`config.mk`:
```
export PLATFORM = sky130hd
export DESIGN_NAME = aes_spi_link
export DESIGN_NICKNAME = d
export VERILOG_FILES = /design/src/rtl/aes_spi_pkg.sv /design/src/rtl/spi_bit_counter.sv /design/src/rtl/aes_spi_link.sv
export SDC_FILE = /design/constraint.sdc
export NUM_CORES = 2
export LEC_CHECK = 0
export CORE_MARGIN = 5
export CORE_UTILIZATION = 40
export DETAILED_ROUTE_END_ITERATION = 16
export SYNTH_ARGS = -nofsm -noshare
export SYNTH_HDL_FRONTEND = slang
export SYNTH_SLANG_ARGS = --single-unit
```
`constraint.sdc`:
```
create_clock -name clk_i -period 3.95 [get_ports clk_i]
set_clock_uncertainty 0.15 [all_clocks]
set_input_delay 0.5925 -clock clk_i [delete_from_list [all_inputs] [get_ports clk_i]]
set_output_delay 0.5925 -clock clk_i [all_outputs]
set_load 0.01 [all_outputs]
```
`src/rtl/aes_spi_pkg.sv`:
```
// aes_spi_pkg: shared definitions for the AES serial front-end.
//   - key-size header codes and the matching key_len values
//   - header width
//   - link state enum
//   - hdr_to_len(): header code -> key length in bits
package aes_spi_pkg;

   localparam int HDR_W = 2;

   localparam logic [1:0] KS_128  = 2'b00;
   localparam logic [1:0] KS_192  = 2'b01;
   localparam logic [1:0] KS_256  = 2'b10;
   localparam logic [1:0] KS_RSVD = 2'b11;

   localparam logic [8:0] KLEN_128 = 9'd128;
   localparam logic [8:0] KLEN_192 = 9'd192;
   localparam logic [8:0] KLEN_256 = 9'd256;

   typedef enum logic [2:0] {
      ST_IDLE      = 3'd0,
      ST_HDR       = 3'd1,
      ST_MSG       = 3'd2,
      ST_KEY       = 3'd3,
      ST_CHECK     = 3'd4,
      ST_WAIT_PROC = 3'd5,
      ST_TX_ARMED  = 3'd6,
      ST_TX        = 3'd7
   } state_t;

   // Reserved code maps to 128 here; callers reject it before using the result.
   function automatic logic [8:0] hdr_to_len(input logic [1:0] code);
      case (code)
         KS_192:  return KLEN_192;
         KS_256:  return KLEN_256;
         default: return KLEN_128;
      endcase
   endfunction

endpackage

```
`src/rtl/spi_bit_counter.sv`:
```
// spi_bit_counter: saturating bit counter shared by the receive and
// transmit paths of aes_spi_link.
//   clk_i, rst_ni   clock, async active-low reset
//   clr_i           force count to 0 (highest priority)
//   load_i          load load_val_i (second priority)
//   en_i            increment by one, holding at MAX
//   tc_val_i        terminal-count compare value
//   cnt_o           current count
//   tc_o            cnt_o == tc_val_i
module spi_bit_counter #(
   parameter int W   = 9,
   parameter int MAX = 386
) (
   input  logic         clk_i,
   input  logic         rst_ni,
   input  logic         clr_i,
   input  logic         load_i,
   input  logic         en_i,
   input  logic [W-1:0] load_val_i,
   input  logic [W-1:0] tc_val_i,
   output logic [W-1:0] cnt_o,
   output logic         tc_o
);

   localparam logic [W-1:0] MAX_C = W'(MAX);

   logic [W-1:0] cnt_q, cnt_d;

   always_comb begin
      cnt_d = cnt_q;
      if (clr_i)                        cnt_d = '0;
      else if (load_i)                  cnt_d = load_val_i;
      else if (en_i && cnt_q != MAX_C)  cnt_d = cnt_q + W'(1);
   end

   always_ff @(posedge clk_i or negedge rst_ni) begin
      if (!rst_ni) cnt_q <= '0;
      else         cnt_q <= cnt_d;
   end

   assign cnt_o = cnt_q;
   assign tc_o  = (cnt_q == tc_val_i);

endmodule

```
`src/rtl/aes_spi_link.sv`:
```
// aes_spi_link: serial load/readback front-end for the AES core.
//   clk_i, rst_ni    bit/system clock, async active-low reset
//   cs_i, miso_i     host frame enable and serial data in (LSB first)
//   mosi_o           serial processed block out (LSB first)
//   key_out_o        received key, LSB aligned, upper bits zero
//   msg_out_o        received message block
//   key_len_o        128/192/256 after a good load, else 0
//   load_valid_o     one-cycle strobe: key/msg/key_len valid
//   proc_in_i        processed block from the core
//   proc_valid_i     single-cycle strobe qualifying proc_in_i
//   tx_ready_o       processed block latched, next frame is a read
//   frame_err_o      sticky bad-load flag, cleared by next good load
//   state_o          current link state (debug)
// Handshake: load_valid_o is a pulse with no back-pressure; the core must
// capture on that cycle. proc_valid_i is accepted only in WAIT_PROC and
// is a single-cycle strobe; there is no ready towards the core.
module aes_spi_link
   import aes_spi_pkg::*;
#(
   parameter int BLK_W   = 128,
   parameter int KEY_MAX = 256
) (
   input  logic               clk_i,
   input  logic               rst_ni,
   input  logic               cs_i,
   input  logic               miso_i,
   output logic               mosi_o,
   output logic [KEY_MAX-1:0] key_out_o,
   output logic [BLK_W-1:0]   msg_out_o,
   output logic [8:0]         key_len_o,
   output logic               load_valid_o,
   input  logic [BLK_W-1:0]   proc_in_i,
   input  logic               proc_valid_i,
   output logic               tx_ready_o,
   output logic               frame_err_o,
   output state_t             state_o
);

   localparam int FRAME_MAX = HDR_W + BLK_W + KEY_MAX;
   localparam int CNT_W     = $clog2(FRAME_MAX + 1);

   localparam logic [CNT_W-1:0] HDR_LAST = CNT_W'(HDR_W - 1);
   localparam logic [CNT_W-1:0] MSG_LAST = CNT_W'(HDR_W + BLK_W - 1);

   state_t               state_q;
   logic                 hdr0_q;
   logic [8:0]           klen_sh_q;
   logic [BLK_W-1:0]     msg_sh_q;
   logic [KEY_MAX-1:0]   key_sh_q;
   logic [KEY_MAX-1:0]   key_out_q;
   logic [BLK_W-1:0]     msg_out_q;
   logic [8:0]           key_len_q;
   logic                 load_valid_q;
   logic                 frame_err_q;
   logic [BLK_W-1:0]     tx_sr_q;
   logic                 tx_ready_q;
   logic                 mosi_q;

   logic [CNT_W-1:0]     cnt;
   logic                 cnt_tc;
   logic                 cnt_clr_d, cnt_load_d, cnt_en_d;
   logic [CNT_W-1:0]     tc_val_d;

   // Counter holds the number of bits consumed in the current frame.
   // KEY stops counting once the key is complete so the compare stays true
   // while trailing bits are ignored.
   always_comb begin
      cnt_clr_d  = !cs_i || state_q == ST_CHECK || state_q == ST_WAIT_PROC;
      cnt_load_d = cs_i && (state_q == ST_IDLE || state_q == ST_TX_ARMED);
      cnt_en_d   = 1'b0;
      tc_val_d   = '0;
      unique case (state_q)
         ST_HDR, ST_MSG: cnt_en_d = cs_i;
         ST_KEY: begin
            tc_val_d = CNT_W'(HDR_W + BLK_W) + CNT_W'(klen_sh_q);
            cnt_en_d = cs_i && !cnt_tc;
         end
         ST_TX: begin
            tc_val_d = CNT_W'(BLK_W);
            cnt_en_d = cs_i && !cnt_tc;
         end
         default: ;
      endcase
   end

   spi_bit_counter #(
      .W   (CNT_W),
      .MAX (FRAME_MAX)
   ) u_cnt (
      .clk_i      (clk_i),
      .rst_ni     (rst_ni),
      .clr_i      (cnt_clr_d),
      .load_i     (cnt_load_d),
      .en_i       (cnt_en_d),
      .load_val_i (CNT_W'(1)),
      .tc_val_i   (tc_val_d),
      .cnt_o      (cnt),
      .tc_o       (cnt_tc)
   );

   always_ff @(posedge clk_i or negedge rst_ni) begin
      if (!rst_ni) begin
         state_q      <= ST_IDLE;
         hdr0_q       <= 1'b0;
         klen_sh_q    <= '0;
         msg_sh_q     <= '0;
         key_sh_q     <= '0;
         key_out_q    <= '0;
         msg_out_q    <= '0;
         key_len_q    <= '0;
         load_valid_q <= 1'b0;
         frame_err_q  <= 1'b0;
         tx_sr_q      <= '0;
         tx_ready_q   <= 1'b0;
         mosi_q       <= 1'b0;
      end else begin
         load_valid_q <= 1'b0;
         unique case (state_q)
            ST_IDLE: begin
               if (cs_i) begin
                  hdr0_q  <= miso_i;
                  state_q <= ST_HDR;
               end
            end
            // A reserved header parks here (count moves past HDR_LAST) until cs drops.
            ST_HDR: begin
               if (!cs_i) begin
                  frame_err_q <= 1'b1;
                  state_q     <= ST_IDLE;
               end else if (cnt == HDR_LAST) begin
                  if ({miso_i, hdr0_q} == KS_RSVD) begin
                     frame_err_q <= 1'b1;
                  end else begin
                     klen_sh_q <= hdr_to_len({miso_i, hdr0_q});
                     state_q   <= ST_MSG;
                  end
               end
            end
            ST_MSG: begin
               if (!cs_i) begin
                  frame_err_q <= 1'b1;
                  state_q     <= ST_IDLE;
               end else begin
                  msg_sh_q <= {miso_i, msg_sh_q[BLK_W-1:1]};
                  if (cnt == MSG_LAST) state_q <= ST_KEY;
               end
            end
            // Key bits enter at the top; at commit the received bits are
            // shifted down to bit 0 so shorter keys come out zero-extended.
            ST_KEY: begin
               if (!cs_i) begin
                  if (cnt_tc) begin
                     key_out_q    <= key_sh_q >> (KEY_MAX - int'(klen_sh_q));
                     msg_out_q    <= msg_sh_q;
                     key_len_q    <= klen_sh_q;
                     load_valid_q <= 1'b1;
                     frame_err_q  <= 1'b0;
                     state_q      <= ST_CHECK;
                  end else begin
                     frame_err_q <= 1'b1;
                     state_q     <= ST_IDLE;
                  end
               end else if (!cnt_tc) begin
                  key_sh_q <= {miso_i, key_sh_q[KEY_MAX-1:1]};
               end
            end
            ST_CHECK: state_q <= ST_WAIT_PROC;
            ST_WAIT_PROC: begin
               if (proc_valid_i) begin
                  tx_sr_q    <= proc_in_i;
                  mosi_q     <= proc_in_i[0];
                  tx_ready_q <= 1'b1;
                  state_q    <= ST_TX_ARMED;
               end
            end
            // The frame's first edge samples bit 0, so it also shifts.
            ST_TX_ARMED: begin
               if (cs_i) begin
                  tx_sr_q <= tx_sr_q >> 1;
                  mosi_q  <= tx_sr_q[1];
                  state_q <= ST_TX;
               end
            end
            ST_TX: begin
               if (!cs_i) begin
                  tx_sr_q    <= '0;
                  mosi_q     <= 1'b0;
                  tx_ready_q <= 1'b0;
                  state_q    <= ST_IDLE;
               end else if (!cnt_tc) begin
                  tx_sr_q <= tx_sr_q >> 1;
                  mosi_q  <= tx_sr_q[1];
               end else begin
                  mosi_q <= 1'b0;
               end
            end
            default: state_q <= ST_IDLE;
         endcase
      end
   end

   assign mosi_o       = mosi_q;
   assign key_out_o    = key_out_q;
   assign msg_out_o    = msg_out_q;
   assign key_len_o    = key_len_q;
   assign load_valid_o = load_valid_q;
   assign tx_ready_o   = tx_ready_q;
   assign frame_err_o  = frame_err_q;
   assign state_o      = state_q;

endmodule

```
# [Word-level counts from Yosys, hierarchy flattened]
# Index checks and enable logic that the tools add are counted.
[word_totals] regBits=931 input_bits=133 out_inout_bits=400 wordCells=112
[op_classes] addsub=3 eq_ne=25 shift=1 mux=41 bitwise_logic=3 n_reduce_logical=25
[ops] operator="2-to-1 mux 128 bit" count=4
[ops] operator="case mux 128 bit (3 select lines)" count=1
[ops] operator="right shift 256 x 32 -> 256 bit" count=1
[ops] operator="case mux 9 bit (2 select lines)" count=2
[ops] operator="2-to-1 mux 3 bit" count=11
[ops] operator="2-to-1 mux 9 bit" count=3
[ops] operator="case mux 3 bit (8 select lines)" count=1
[ops] operator="2-to-1 mux 1 bit" count=15
[ops] operator="inequality test 3 bit (second input constant)" count=5
[ops] operator="equality test 3 bit (second input constant)" count=4
[ops] operator="inequality test 2 bit (second input constant)" count=6
[ops] operator="AND reduction 3 bit" count=4
[ops] operator="subtractor 9 x 9 -> 10 bit (first input constant)" count=1
[ops] operator="adder 8 x 9 -> 9 bit (first input constant)" count=1
[ops] operator="adder 9 x 1 -> 9 bit (second input constant)" count=1
[ops] operator="equality test 9 x 1 -> 1 bit (second input constant)" count=1
[ops] operator="equality test 9 x 8 -> 1 bit (second input constant)" count=1
[ops] operator="equality test 9 bit" count=1
[ops] operator="inequality test 9 bit (second input constant)" count=1
[ops] operator="nonzero test 3 bit" count=3
[ops] operator="AND reduction 4 bit" count=2
[ops] operator="AND reduction 8 bit" count=1
[ops] operator="equality test 3 x 2 -> 1 bit (second input constant)" count=2
[ops] operator="case mux 1 bit (3 select lines)" count=2
[ops] operator="13 further kinds" count=24

# [Longest topological paths before layout]
[logic_depth] ltp_word=10 mapped_depth=12 depth_no_buf=8

# [By module]
# From an unflattened synthesis, not the netlist that was laid out.
[unflattened] cells_unflattened=3336 area_unflattened_um2=38888.5
[by_module_without_submodules] module="aes_spi_link" n_inst=1 cells_per_inst=3256 area_each_um2=38170.4 seq_area_each_um2=22746.8
[by_module_without_submodules] module="spi_bit_counter" n_inst=1 cells_per_inst=80 area_each_um2=718.2 seq_area_each_um2=225.2

# [Worst setup path after synthesis]
# OpenSTA, ideal clock, no wires.
[synth_path] path_type="flip-flop to flip-flop" from="reg u_cnt.cnt_q[5], in the netlist u_cnt.cnt_o[5]" to="reg key_out_q[54], in the netlist key_out_o[54]" setup_time_ps=119 arrival_time_ps=2590 required_time_ps=3681 setup_slack_ps=1092 stages_incl_launch_ff=11 path_buffers=4 period_less_slack_ps=2858 path_cell_list="dfrtp_1 -> or4_4 -> a2111o_1 -> or4_1 -> clkbuf_1 -> buf_6 -> clkinv_2 -> buf_6 -> buf_6 -> o221ai_1 -> o21a_1"
[synth_between] elab_chain_cells=2
[synth_rtl] element="from (decl)" line="spi_bit_counter.sv:27" text="logic [W-1:0] cnt_q, cnt_d;"
[synth_rtl] element="from (signal assigned)" line="spi_bit_counter.sv:38" text="else cnt_q <= cnt_d;"
[synth_rtl] element="equality test 9 bit" line="spi_bit_counter.sv:42" text="assign tc_o = (cnt_q == tc_val_i);"
[synth_rtl] element="AND reduction 3 bit (no line)"
[synth_rtl] element="to (signal assigned)" line="aes_spi_link.sv:153" text="key_out_q <= key_sh_q >> (KEY_MAX - int'(klen_sh_q));"
[synth_rtl] element="to (decl)" line="aes_spi_link.sv:50" text="logic [KEY_MAX-1:0] key_out_q;"
# No other way between the ends.
# A chain may end at the register's enable or synchronous reset.

# [Final worst setup path]
[layout_path] from="reg klen_sh_q[8]" to="reg msg_out_q[107], in the netlist msg_out_o[107]"
[layout_between] elab_chain_cells=4
[layout_rtl] element="from (decl)" line="aes_spi_link.sv:47" text="logic [8:0] klen_sh_q;"
[layout_rtl] element="from (signal assigned)" line="aes_spi_link.sv:134" text="klen_sh_q <= hdr_to_len({miso_i, hdr0_q});"
[layout_rtl] element="adder 8 x 9 -> 9 bit" line="aes_spi_link.sv:75" text="tc_val_d = CNT_W'(HDR_W + BLK_W) + CNT_W'(klen_sh_q);"
[layout_rtl] element="case mux 9 bit (2 select lines)" line="aes_spi_link.sv:72" text="unique case (state_q)"
[layout_rtl] element="equality test 9 bit" line="spi_bit_counter.sv:42"
[layout_rtl] element="AND reduction 3 bit (no line)"
[layout_rtl] element="to (signal assigned)" line="aes_spi_link.sv:154" text="msg_out_q <= msg_sh_q;"
[layout_rtl] element="to (decl)" line="aes_spi_link.sv:51" text="logic [BLK_W-1:0] msg_out_q;"
# No other way between the ends.

==> impl_metrics.csv <==
group,metric,value,unit
outcome,status,"finished clean",
clock_tree,cts_tree,"built",
sta,final.setup.tns,0,ns
critical_path,arrival,3.93,ns
clock_tree,htree_levels,3,
critical_path,max_stage_delay,0.83,ns
pwr,p_leak,22.71,nW
sta,hold_slack,0.3140,ns
clock_tree,clkTransAtPathRegs,0.06,ns
sta,min_period_over_period,88.25,%
clock_tree,cts_buffers,99,
grt,grt_usage,20.25,%
critical_path,start_kind,"register",
detailed_routing,via_per_inst,5.208,
synthesis,yosysTopAreaCell,"dfrtp_1",
floorplanning,die_h,320.0,um
sta,fin_ws,0.4642,ns
synthesis,ys_seq_area_share,59.75,%
critical_path,crit_buf_inv,2,
sta,slew_violations,0,
floorplanning,core_area,95150,um2
floorplanning,io_pins,533,
critical_path,reg2regPathDepth,8,
cells_and_area,final_layout_size_suffix_gt1_share,16.60,%
sta,max_slew_margin,21.22,%
synthesis,synth_top_area_share,59.75,%
placed_design,hpwl,71.13,mm
grt,grt_pass1_wl,166.7,mm
placed_design,gp_congestion,0.8015,
detailed_routing,wl,105.8,mm
pwr,power_density,644.3,nW/um2
synthesis,synth_ff_type,"dfrtp_1",
synthesis,yosysMostFrequentCell,"dfrtp_1",
synthesis,synth-edff-count,0,
critical_path,endpoint_kind,"register",
critical_path,critPathMaxFanout,99,
synthesis,yosysWarningCount,0,
detailed_routing,ant_nets,0,
floorplanning,fp-row-count,113,
placed_design,place_ws,0.4939,ns
floorplanning,die_w,320.0,um
clock_tree,clk_latency,0.67,ns
detailed_routing,drc,0,
cells_and_area,fin_area,48710,um2
critical_path,r2r-start,"klen_sh_q[8]$_DFFE_PN0P_",
pwr,power,31.39,mW
sta,grt_setup_unrepaired,"false",
floorplanning,die-area,102400,um2
cells_and_area,fin_cells,5190,
sta,finalSetupViolCount,0,
grt,grt-ovfl-total,0,
synthesis,yosys-top-cells-count,"dfrtp_1 (918), nand2_1 (799), mux2_2 (385), o21ai_0 (198), a22oi_1 (190)",
synthesis,async_reset_ff_share,100.0,%
sta,tightest_slew,1.182,ns
pwr,peakVddDrop,0.4844,mV
detailed_routing,first_pass_iters,7,
sta,hold_viol,0,
critical_path,critPathRequiredTime,4.39,ns
synthesis,synthesis.area,38450,um2
synthesis,avgSynthCellArea,11.34,um2
critical_path,crit_type,"reg2reg",
clock_tree,clock_sinks,918,
critical_path,critPathTopFamily,"buffers and inverters",
detailed_routing,via_count,27029,
sta,max_freq,286.9,MHz
clock_tree,clockBufferDepth,3,
cells_and_area,syn_to_final_growth,26.71,%
placed_design,port-buffer-count,526,
floorplanning,start_util,40.40,%
clock_tree,root_buffer,"clkbuf_16",
grt,grt_max_degree,181,
critical_path,cp_num_cells,8,
synthesis,ys_types,55,
cells_and_area,utilization,51.20,%
job,drv_cap,0,
grt,grt_pass1_vias,27648,
sta,min_period,3.486,ns
synthesis,ys_ff_latch,918,
cells_and_area,fin_nets,3978,
synthesis,synth.area.top_cells,"dfrtp_1 (60%), mux2_2 (11%), nand2_1 (7.8%)",
critical_path,crit_chain,"ha_1, nor2_1, xor2_1, or4_4, buf_4, buf_4, nand2_1, nand2_1",
placed_design,dp_cells,5003,
detailed_routing,first_iter_violations,2066,
placed_design,placed_cell_area,45180,um2
cells_and_area,fillers,8480,
critical_path,crit_path_start,"klen_sh_q[8]$_DFFE_PN0P_",
grt,antenna_found_initial,3,
hold_path,holdPathStages,2,
critical_path,crit_slowest_cell,"buf_4",
synthesis,synthCells,3390,
hold_path,hp-start,"key_out_o[218]$_DFFE_PN0P_",
detailed_routing,wl_per_cell,20.39,um
hold_path,hold_class,"reg2reg",
-- metal layers --
| metal | wire length (um) | GRT usage (%) | up-vias | share of wire, % |
|---|---|---|---|---|
| li1 | - | - | 12745 | - |
| met1 | 48020 | 28.33 | 13547 | 45 |
| met2 | 48390 | 31.33 | 577 | 46 |
| met3 | 6080 | 4.724 | 160 | 5.7 |
| met4 | 3327 | 6.813 | 0 | 3.1 |
| met5 | 0 | 0 | - | 0 |
-- final cells by class --
cell class	count	area, um2	area share [%]
sequential	918	22980	47.16
multi-input combinational	2201	14290	29.33
timing repair buffer	610	6291	12.91
clock buffer	146	2915	5.984
tap	1265	1583	3.249
clock inverter	37	601.8	1.235
inverter	10	50.05	0.1027
antenna	3	7.507	0.01541
-- logic make-up (layout without fill, tap and decap cells) --
group	Yosys count	after routing	share of synthesized area, %
other cells	1	9	0.009754
mux	514	514	14.64
fa+ha+maj	5	5	0.1627
xor+xnor	7	7	0.1595
buf+inv	276	803	3.355
simple gates	984	984	10.08
compound gates	685	685	11.85
flops	918	918	59.75
-- state kept, by name, summed over array words and instances (netlist names) --
register	flops
mosi_o	1
msg_out_o	128
key_out_o	256
u_cnt.cnt_o	9
hdr0_q	1
key_len_o	3
tx_sr_q	127
frame_err_o	1
klen_sh_q	3
tx_ready_o	1
load_valid_o	1
key_sh_q	256
msg_sh_q	128
state_o	3
-- timing repair --
item | CTS | global route
setup buffers | 0 | 0
hold buffers | 1 | 0
hold endpoints to repair | 54 | 0
resized for setup | 0 | 0
-- report_power, final --
group | switching [mW] | leakage [nW] | internal [mW] | total, mW
registers | 1.05 | 12.4 | 11.0 | 12.0
clock network | 3.89 | 1.72 | 5.98 | 9.87
logic | 5.77 | 8.60 | 3.71 | 9.48
-- worst reg2reg max path: stages, from the launching register on --
cell and delay, ns:
dfrtp_1 0.61, ha_1 0.32, nor2_1 0.14, xor2_1 0.47, or4_4 0.32, buf_4 0.27, buf_4 0.84, nand2_1 0.22
nand2_1 0.10
-- worst paths after layout --
| path | endpoint | slack, ns |
|---|---|---|
| setup / recovery | msg_out_o[107]$_DFFE_PN0P_ | 0.46 |
| hold / removal | key_out_o[218]$_DFFE_PN0P_ | 0.31 |
| setup reg to reg | msg_out_o[107]$_DFFE_PN0P_ | 0.46 |
| max in group asynchronous | tx_sr_q[117]$_DFFE_PN0P_ | 2.12 |
| hold reg to reg | key_out_o[218]$_DFFE_PN0P_ | 0.31 |
| min in group asynchronous | msg_out_o[82]$_DFFE_PN0P_ | 0.40 |
-- cells in the final DEF, fill, tap and decap left out, types with 52 or more instances in the layout --
| master | netlist | final |
|---|---|---|
| buf_4 | 28 | 52 |
| dfrtp_1 | 918 | 917 |
| mux2_2 | 385 | 385 |
| nor2_1 | 82 | 80 |
| clkdlybuf4s50_1 | 0 | 525 |
| nand3_1 | 73 | 72 |
| mux2i_1 | 129 | 129 |
| nand2_1 | 799 | 794 |
| o21a_1 | 67 | 67 |
| a21oi_1 | 76 | 76 |
| o21ai_0 | 198 | 198 |
| o31ai_1 | 68 | 67 |
| clkbuf_16 | 0 | 100 |
| a22oi_1 | 190 | 190 |
| o221ai_1 | 63 | 63 |
(Power assumes the default switching activity.)
